[config.mk]
export PLATFORM = sky130hd
export DESIGN_NAME = rec_play_ctrl
export DESIGN_NICKNAME = d
export VERILOG_FILES = /design/src/rtl/rec_play_pkg.sv /design/src/rtl/bank_len_file.sv /design/src/rtl/rec_play_ctrl.sv
export SDC_FILE = /design/constraint.sdc
export NUM_CORES = 1
export LEC_CHECK = 0
export CAP_MARGIN = 0
export CORE_MARGIN = 3
export CORE_UTILIZATION = 55
export DETAILED_ROUTE_END_ITERATION = 6
export HOLD_SLACK_MARGIN = 0.03
export PLACE_DENSITY = 0.8
export SLEW_MARGIN = 30
export SYNTH_ARGS = -nofsm -noshare
export SYNTH_HDL_FRONTEND = slang
export SYNTH_SLANG_ARGS = --single-unit
[constraint.sdc]
create_clock -name clk -period 4.56 [get_ports clk]
set_input_delay 0.912 -clock clk [delete_from_list [all_inputs] [get_ports clk]]
set_output_delay 0.912 -clock clk [all_outputs]
set_load 0.01 [all_outputs]
[src/rtl/rec_play_pkg.sv]
// ============================================================================
// rec_play_pkg : shared types, defaults and bank-select helpers for rec_play_ctrl
// Rev 1.0
// ============================================================================
`default_nettype none

package rec_play_pkg;

  localparam int DEF_ADDR_W = 8;
  localparam int DEF_DEPTH  = 256;
  localparam int DEF_NBANK  = 6;
  localparam int DEF_NOTE_W = 8;

  typedef enum logic [2:0] {
    IDLE       = 3'd0,
    REC        = 3'd1,
    PLAY_FETCH = 3'd2,
    PLAY_WAIT  = 3'd3,
    PLAY_HOLD  = 3'd4
  } state_t;

  // True when exactly one bit is set (zero and multi-hot are both rejected).
  function automatic logic onehot_valid(input logic [31:0] v);
    return (v != 32'd0) && ((v & (v - 32'd1)) == 32'd0);
  endfunction

  function automatic int onehot_to_idx(input logic [31:0] v);
    int idx;
    idx = 0;
    for (int i = 0; i < 32; i++) begin
      if (v[i]) idx = i;
    end
    return idx;
  endfunction

endpackage

`default_nettype wire

[src/rtl/bank_len_file.sv]
// ============================================================================
// bank_len_file : per-bank recorded-note count registers, 1 write / 1 read port
// Rev 1.0
// ============================================================================
`default_nettype none

module bank_len_file #(
  parameter int NBANK = 6,
  parameter int LEN_W = 9,
  parameter int IDX_W = 3
) (
  input  logic             clk,
  input  logic             rst,
  input  logic             we,
  input  logic [IDX_W-1:0] waddr,
  input  logic [LEN_W-1:0] wdata,
  input  logic [IDX_W-1:0] raddr,
  output logic [LEN_W-1:0] rdata
);

  logic [LEN_W-1:0] len_q [NBANK];

  always_ff @(posedge clk or posedge rst) begin
    if (rst) begin
      for (int i = 0; i < NBANK; i++) len_q[i] <= '0;
    end else if (we && (int'(waddr) < NBANK)) begin
      len_q[waddr] <= wdata;
    end
  end

  // Index codes beyond NBANK read as an empty bank.
  assign rdata = (int'(raddr) < NBANK) ? len_q[raddr] : '0;

endmodule

`default_nettype wire

[src/rtl/rec_play_ctrl.sv]
// ============================================================================
// rec_play_ctrl : record/playback sequencer owning the six-bank note SRAM.
// Optional build macro REC_PLAY_LOOP_EN adds the loop input. Rev 1.0
// ============================================================================
`default_nettype none

module rec_play_ctrl
  import rec_play_pkg::*;
#(
  parameter int ADDR_W = DEF_ADDR_W,
  parameter int DEPTH  = DEF_DEPTH,
  parameter int NBANK  = DEF_NBANK,
  parameter int NOTE_W = DEF_NOTE_W
) (
  input  logic              clk,
  input  logic              rst,
`ifdef REC_PLAY_LOOP_EN
  input  logic              loop,
`endif
  input  logic              rw_mode,
  input  logic [NBANK-1:0]  bank_sel,
  input  logic [NOTE_W-1:0] key_in,
  input  logic              play_start,
  input  logic              tick,
  input  logic [NOTE_W-1:0] rd_data,
  output logic [ADDR_W-1:0] sram_addr,
  output logic [NBANK-1:0]  sram_en,
  output logic              sram_rw,
  output logic [NOTE_W-1:0] sram_din,
  output logic [NOTE_W-1:0] note_out,
  output logic              busy,
  output logic              rec_full,
  output logic              done,
  output logic              sel_err
);

  localparam int LEN_W = ADDR_W + 1;
  localparam int IDX_W = (NBANK > 1) ? $clog2(NBANK) : 1;

  state_t            state, state_nx;
  logic [NBANK-1:0]  bank;
  logic [IDX_W-1:0]  bank_idx, sel_idx, len_raddr;
  logic [LEN_W-1:0]  wr_ptr, len_rd;
  logic [ADDR_W-1:0] rd_ptr;
  logic [NOTE_W-1:0] key_prev;
  logic              tick_pend, sel_ok, at_full, wr_fire, tick_eff, last_note;
  logic              len_we, loop_on;

`ifdef REC_PLAY_LOOP_EN
  assign loop_on = loop;
`else
  assign loop_on = 1'b0;
`endif

  assign sel_ok    = onehot_valid(32'(bank_sel));
  assign sel_idx   = IDX_W'(onehot_to_idx(32'(bank_sel)));
  assign len_raddr = (state == IDLE) ? sel_idx : bank_idx;
  assign at_full   = (wr_ptr == LEN_W'(DEPTH));
  assign wr_fire   = (state == REC) && rw_mode && (key_in != '0) &&
                     (key_in != key_prev) && !at_full;
  assign tick_eff  = tick | tick_pend;
  assign last_note = ({1'b0, rd_ptr} == (len_rd - LEN_W'(1)));

  assign busy     = (state != IDLE);
  assign rec_full = (state == REC) && at_full;

  bank_len_file #(
    .NBANK (NBANK),
    .LEN_W (LEN_W),
    .IDX_W (IDX_W)
  ) u_len (
    .clk   (clk),
    .rst   (rst),
    .we    (len_we),
    .waddr (bank_idx),
    .wdata (wr_ptr),
    .raddr (len_raddr),
    .rdata (len_rd)
  );

  always_ff @(posedge clk or posedge rst) begin
    if (rst) state <= IDLE;
    else     state <= state_nx;
  end

  always_comb begin
    state_nx  = state;
    sram_en   = '0;
    sram_rw   = 1'b0;
    sram_addr = '0;
    sram_din  = '0;
    len_we    = 1'b0;
    case (state)
      IDLE: begin
        if (rw_mode) begin
          if (sel_ok) state_nx = REC;
        end else if (play_start && sel_ok && (len_rd != '0)) begin
          state_nx = PLAY_FETCH;
        end
      end
      REC: begin
        if (!rw_mode) begin
          state_nx = IDLE;
          len_we   = 1'b1;
        end else if (wr_fire) begin
          sram_en   = bank;
          sram_rw   = 1'b1;
          sram_addr = wr_ptr[ADDR_W-1:0];
          sram_din  = key_in;
        end
      end
      PLAY_FETCH: begin
        if (rw_mode) begin
          state_nx = IDLE;
        end else begin
          sram_en   = bank;
          sram_addr = rd_ptr;
          state_nx  = PLAY_WAIT;
        end
      end
      PLAY_WAIT: state_nx = rw_mode ? IDLE : PLAY_HOLD;
      PLAY_HOLD: begin
        if (rw_mode) begin
          state_nx = IDLE;
        end else if (tick_eff) begin
          if (last_note) state_nx = loop_on ? PLAY_FETCH : IDLE;
          else           state_nx = PLAY_FETCH;
        end
      end
      default: state_nx = IDLE;
    endcase
  end

  always_ff @(posedge clk or posedge rst) begin
    if (rst) begin
      bank      <= '0;
      bank_idx  <= '0;
      wr_ptr    <= '0;
      rd_ptr    <= '0;
      key_prev  <= '0;
      tick_pend <= 1'b0;
      note_out  <= '0;
      done      <= 1'b0;
      sel_err   <= 1'b0;
    end else begin
      done     <= 1'b0;
      key_prev <= key_in;
      case (state)
        IDLE: begin
          tick_pend <= 1'b0;
          if (rw_mode || play_start) begin
            if (sel_ok) begin
              bank     <= bank_sel;
              bank_idx <= sel_idx;
              sel_err  <= 1'b0;
              if (rw_mode) begin
                wr_ptr <= '0;
              end else begin
                rd_ptr <= '0;
                if (len_rd == '0) done <= 1'b1;
              end
            end else begin
              sel_err <= 1'b1;
            end
          end
        end
        REC: if (wr_fire) wr_ptr <= wr_ptr + LEN_W'(1);
        PLAY_FETCH, PLAY_WAIT: begin
          // Ticks seen before the note is on screen are kept for HOLD.
          if (rw_mode) begin
            note_out <= '0;
          end else begin
            if (tick) tick_pend <= 1'b1;
            if (state == PLAY_WAIT) note_out <= rd_data;
          end
        end
        PLAY_HOLD: begin
          if (rw_mode) begin
            note_out <= '0;
          end else if (tick_eff) begin
            tick_pend <= 1'b0;
            if (last_note) begin
              done <= 1'b1;
              if (loop_on) rd_ptr <= '0;
              else         note_out <= '0;
            end else begin
              rd_ptr <= rd_ptr + ADDR_W'(1);
            end
          end
        end
        default: ;
      endcase
    end
  end

endmodule

`default_nettype wire

Word-level counts from Yosys, hierarchy flattened
Cells that the tools add are included.
Widths: inputs -> output; s select.
{"block": "word_totals", "reg_bits": 102, "input_bits": 27, "out_inout_bits": 35, "elab_cells": 154}
{"block": "classes", "n_addsub": 4, "magnitude_cmp": 5, "eq_ne": 23, "n_mux": 71, "n_bitwise": 4, "n_reduce_logical": 31}
{"cell": "$mux 8", "count": 17}
{"cell": "$mux 9", "count": 8}
{"cell": "$bwmux 54", "count": 1}
{"cell": "$pmux 8 s2", "count": 3}
{"cell": "$mux 3", "count": 12}
{"cell": "$and 6x32->32", "count": 1}
{"cell": "$logic_not 32->1", "count": 1}
{"cell": "$bmux 9 s3", "count": 1}
{"cell": "$demux 9 s3", "count": 1}
{"cell": "$ne 2x2->1 const B", "count": 10}
{"cell": "$mux 1", "count": 18}
{"cell": "$mux 6", "count": 3}
{"cell": "$pmux 9 s2", "count": 1}
{"cell": "$pmux 3 s5", "count": 1}
{"cell": "$ne 3x3->1 const B", "count": 4}
{"cell": "$pmux 6 s2", "count": 1}
{"cell": "$logic_and 1x1->1", "count": 10}
{"cell": "$reduce_and 5->1", "count": 2}
{"cell": "$add 9x1->9 const B", "count": 1}
{"cell": "$eq 8x9->1", "count": 1}
{"cell": "$eq 9x9->1 const B", "count": 1}
{"cell": "$logic_not 9->1", "count": 1}
{"cell": "$reduce_bool 9->1", "count": 1}
{"cell": "$sub 9x1->9 const B", "count": 1}
{"cell": "other kinds (28)", "count": 37}

Depth between registers and ports, before layout
{"block": "logic_depth", "depth_word": 17, "depth_mapped": 17}

Hierarchy
From an unflattened synthesis, not the netlist that was laid out.
{"block": "hier_totals", "hier_cells": 483, "area_unflattened_um2": 5435.2}
{"module": "rec_play_ctrl", "n_inst": 1, "cells_per_inst": 309, "area_per_inst_um2": 2914.0, "seq_area_each_um2": 1201.2}
{"module": "bank_len_file", "n_inst": 1, "cells_per_inst": 174, "area_per_inst_um2": 2521.2, "seq_area_each_um2": 1351.3}

Worst setup path before layout
OpenSTA, ideal clock, no wires.
{"block": "synth_timing", "path_kind": "input-to-reg", "startpoint": "input bank_sel[1]", "endpoint": "register note_out[0]", "setup_ns": 0.121, "arrival_ns": 3.972, "required_ns": 4.439, "setup_slack_ns": 0.467, "path_stages": 13, "n_path_buf": 0, "cell_sequence": "nor3b_1 o31ai_1 nand2_1 mux2i_1 a2bb2oi_1 ha_1 xor2_1 xnor2_1 a2111oi_2 nand4_1 a21o_1 o311a_4 a22o_1"}
{"block": "synth_via", "elab_chain_len": 15}
{"element": "start, declared", "line_no": "rec_play_ctrl.sv:21", "rtl": "input logic [NBANK-1:0] bank_sel,"}
{"element": "$mux 1 *", "line_no": "rec_play_pkg.sv:31", "rtl": "if (v[i]) idx = i;"}
{"element": "$mux 3 * (4 in a row)", "line_no": "rec_play_pkg.sv:31"}
{"element": "$mux 3 *", "line_no": "rec_play_ctrl.sv:57", "rtl": "assign len_raddr = (state == IDLE) ? sel_idx : bank_idx;"}
{"element": "$not 3->4 (implied by the code)", "line_no": "bank_len_file.sv:32", "rtl": "assign rdata = (int'(raddr) < NBANK) ? len_q[raddr] : '0;"}
{"element": "$bmux 9 s3", "line_no": "bank_len_file.sv:32"}
{"element": "$mux 9 (implied by the code) (2 in a row)", "line_no": "bank_len_file.sv:32"}
{"element": "$mux 9 *", "line_no": "bank_len_file.sv:32"}
{"element": "$sub 9x1->9 *", "line_no": "rec_play_ctrl.sv:62", "rtl": "assign last_note = ({1'b0, rd_ptr} == (len_rd - LEN_W'(1)));"}
{"element": "$eq 8x9->1 *", "line_no": "rec_play_ctrl.sv:62"}
{"element": "$ne 3x3->1 (no source line) *"}
{"element": "$reduce_and 4->1 (no source line) *"}
{"element": "end signal, assigned", "line_no": "rec_play_ctrl.sv:174", "rtl": "if (state == PLAY_WAIT) note_out <= rd_data;"}
{"element": "end, declared", "line_no": "rec_play_ctrl.sv:30", "rtl": "output logic [NOTE_W-1:0] note_out,"}
Every way passes the cells marked *; elsewhere a longest branch is shown, timed or not. The select of a mux whose other input is x is not followed.
A chain may end at the register's enable or synchronous reset.

Final worst setup path
{"block": "layout_timing", "startpoint": "input key_in[5]", "endpoint": "output sram_en[1]"}
{"block": "layout_via", "elab_chain_len": 7}
{"element": "start, declared", "line_no": "rec_play_ctrl.sv:22", "rtl": "input logic [NOTE_W-1:0] key_in,"}
{"element": "$reduce_bool 8->1", "line_no": "rec_play_ctrl.sv:59", "rtl": "assign wr_fire = (state == REC) && rw_mode && (key_in != '0) &&"}
{"element": "$logic_and 1x1->1", "line_no": "rec_play_ctrl.sv:59"}
{"element": "$logic_and 1x1->1 *", "line_no": "rec_play_ctrl.sv:59"}
{"element": "$logic_and 1x1->1 *", "line_no": "rec_play_ctrl.sv:60", "rtl": "(key_in != key_prev) && !at_full;"}
{"element": "$mux 6 *", "line_no": "rec_play_ctrl.sv:105", "rtl": "end else if (wr_fire) begin"}
{"element": "$mux 6 *", "line_no": "rec_play_ctrl.sv:102", "rtl": "if (!rw_mode) begin"}
{"element": "$pmux 6 s2 *", "line_no": "rec_play_ctrl.sv:93", "rtl": "case (state)"}
{"element": "end, declared", "line_no": "rec_play_ctrl.sv:27", "rtl": "output logic [NBANK-1:0] sram_en,"}
Every way passes the cells marked *; elsewhere a longest branch is shown, timed or not.

==> metrics.txt <==
compound-cell area share of the yosys netlist 0.149; Die Y 105 um; via/cell ratio 5.99; M2 GR Usage 0.406; routed vias 4,376; slowest cell delay on critical path 0.49 ns; critical path class input port to primary output; cell family with most CP delay simple AND/OR/NAND/NOR gates; drt first pass iters 5; RSZ-0062 raised after global routing false; CTS sink cnt 102; I/O Pins 62; Async SR Flop Fraction 1.00; internal power 0.00147 W; Site Rows 35; grt ovf 0; worst path required time 3.65 ns; M3 GR Usage 0.0358; CP Max Fanout 6; Critical Path Sink Type primary output; Antenna Violating Nets Remaining 0; IO Port Bufs 61; Post-Syn Area per Cell 10.5 um2; hold crit path type flip-flop to flip-flop; CTS Buffer Depth 2; chip width 105 um; min Tclk post-route 4.35 ns; share of cells above drive strength 1 0.185; most common cell after layout, fill and taps aside dfrtp_1; Cell Area, Synth 5370 um2; synth unique cells 56; Max Cap Viol 0; dpl cell area 6300 um2; Initial Util 0.573; post-synthesis xor/xnor area fraction 0.0375; worst setup margin 0.209 ns; first-iteration detailed-routing DRC count 261; Max Freq 0.230 GHz; NetSw 0.000687 W; DRC violations left 0; slowest cell on the critical path clkdlybuf4s50_1; Layout area overhead 21.3%; max_slew headroom 0.307; Synth Area in Adders 0.00932; clk slew on worst S/H paths 0.09 ns; Power Density 331 nW/um2; mux contribution to synthesized area 0.144; largest net degree at the start of global routing 80; overall routed net length 13,100 um; pre-CTS WS -0.156 ns; crit-path most repeated cell clkdlybuf4s50_1; final instance area 6510 um2; clk_skew 0.00852 ns; Placer Congestion 0.914; CP Cell Sequence clkdlybuf4s50_1 -> xor2_1 -> nor4_1 -> a21oi_1 -> nor2b_1 -> or2_2 -> and2_1 -> clkdlybuf4s50_1; Finished Core Util 0.695; synthesis-stage register bit count 102; Post-synth EDFFs 0; ys flop type dfrtp_1; Cells after Synth 511; Reg power frac 0.503; Switching Fraction 0.319; simple-gate area share of the yosys netlist 0.155; largest family of logic cells by synthesized area simple AND/OR/NAND/NOR gates; Worst Setup Start Kind input port; Root Buffer clkbuf_8; Hold Vio Cnt, Final 0; hpwl dp 9330 um; Core ar. 9370 um2; Post-CTS Hold Fix Bufs 0; CTS tree yes; met1 Use GR 0.336; routed len/inst 17.9 um; vias in the first global route 4,435; Clock Power Share 0.239; Comb pwr share 0.258; Leak 2.86 nW; worst path buffer plus inverter count 2; CTS HTree Levels 3; first-pass GRT wire length 21,800 um; register area share after synthesis 0.475; setup violators final 0; gr busiest metal met2; Slew @ Worst Pin 1.03 ns; layout net count 627; Arr. time, crit path 3.44 ns; status complete, no violations; Max VDD drop 170 uV; diodes inserted 0; Synthesis Warnings 0; CTS Buf Count 9; final worst path period share 0.954; worst skew pair latency 0.38 ns; Mapped Nets 542; full die area 11,000 um2; fin. max-slew vios 0; initial antenna violation count 0; gr usage total 0.246; most frequent cells in the layout dfrtp_1 (102), clkdlybuf4s50_1 (61), nand2_1 (48)
## metrics by stage
step | power, W | setup TNS (ns) | cells | hold WS, ns
CTS | 0.00215 | 0 | 727 | 0.491
detailed placement | 0.00164 | -1.95 | 711 | 0.471
finish | 0.00215 | 0 | 730 | 0.493
global placement | 0.00162 | -1.63 | 711 | 0.462
floorplan | 0.00142 | 0 | 511 | 0.444
global route | 0.00226 | 0 | 730 | 0.523
## synth_stat cells (4+ instances only)
cell / n / area, um2
a21oi_1: 21 / 105
a22o_1: 16 / 140
a2bb2oi_1: 4 / 35.0
and2_1: 15 / 93.8
and3_1: 4 / 25.0
clkbuf_1: 23 / 86.3
dfrtp_1: 102 / 2550
ha_1: 4 / 50.1
inv_1: 11 / 41.3
mux2_2: 43 / 484
mux2i_1: 29 / 290
nand2_1: 48 / 180
nand2b_1: 5 / 31.3
nand3_1: 14 / 70.1
nand4_1: 6 / 37.5
nor2_1: 21 / 78.8
nor3_1: 7 / 35.0
nor4_1: 9 / 56.3
o21ai_0: 47 / 235
or3_1: 9 / 56.3
xnor2_1: 5 / 43.8
xor2_1: 18 / 158
## tightest hold or removal path, delay by kind of cell, from the launching register on
family	cells	cell delay, ns
flip-flops	1	0.35
AO/OA/AOI/OAI	1	0.06
AND/OR/NAND/NOR	1	0.05
## layer usage
metal  wire length, um  part of all wire
met5                 0                 0
met4               221             0.017
met3               753             0.057
met2              6450              0.49
met1              5680              0.43
## timing repair
item,4_1_cts,5_1_grt
gates resized for setup,0,2
setup endpoints to repair,0,16
endpoints found under the hold margin,0,0
setup buffers,0,1
## power groups by stage
stage               Combinational [W]  Clock, W  Sequential [W]
floorplan                    0.000360         0         0.00106
global placement             0.000525         0         0.00109
detailed placement           0.000545         0         0.00110
CTS                          0.000549  0.000520         0.00108
global route                 0.000611  0.000558         0.00109
finish                       0.000556  0.000514         0.00108
## cells by family (layout without fill, tap and decap cells)
family / count (synthesis) / in the layout
multiplexers: 72 / 72
adder cells (fa/ha/maj): 4 / 4
buffers and inverters: 38 / 127
flip-flops: 102 / 102
AND/OR/NAND/NOR: 157 / 157
AO/OA/AOI/OAI: 115 / 116
XOR/XNOR: 23 / 23
## final cells by class
| class | instances | area, um2 |
|---|---|---|
| flip-flops and latches | 102 | 2550 |
| clock inverters | 5 | 35.0 |
| fillers | 721 | 2860 |
| well taps | 129 | 161 |
| clock buffers | 11 | 131 |
| multi-input cells | 372 | 2680 |
| inverters | 11 | 46.3 |
| repair buffers | 100 | 901 |
## flip-flops by register name, indices dropped and copies added, names as in the netlist
name,cells
done,1
bank_idx,3
note_out,8
sel_err,1
bank,6
tick_pend,1
wr_ptr,9
rd_ptr,8
key_prev,8
state,3
u_len.len_q,54
## final timing paths
| kind | start | to | slack, ns | cells past startpoint |
|---|---|---|---|---|
| worst min-delay path | u_len.len_q[45] | u_len.len_q[45] | 0.49 | 2 |
| worst min register to register | u_len.len_q[45] | u_len.len_q[45] | 0.49 | 2 |
| min in group asynchronous | rst | u_len.len_q[48] | 1.00 | 2 |
| max in group asynchronous | rst | u_len.len_q[27] | 2.78 | 3 |
| worst max-delay path | key_in[5] | sram_en[1] | 0.21 | 8 |
| worst max register to register | state[1] | rd_ptr[3] | 0.49 | 14 |
Power figures use the tool's default switching activity.
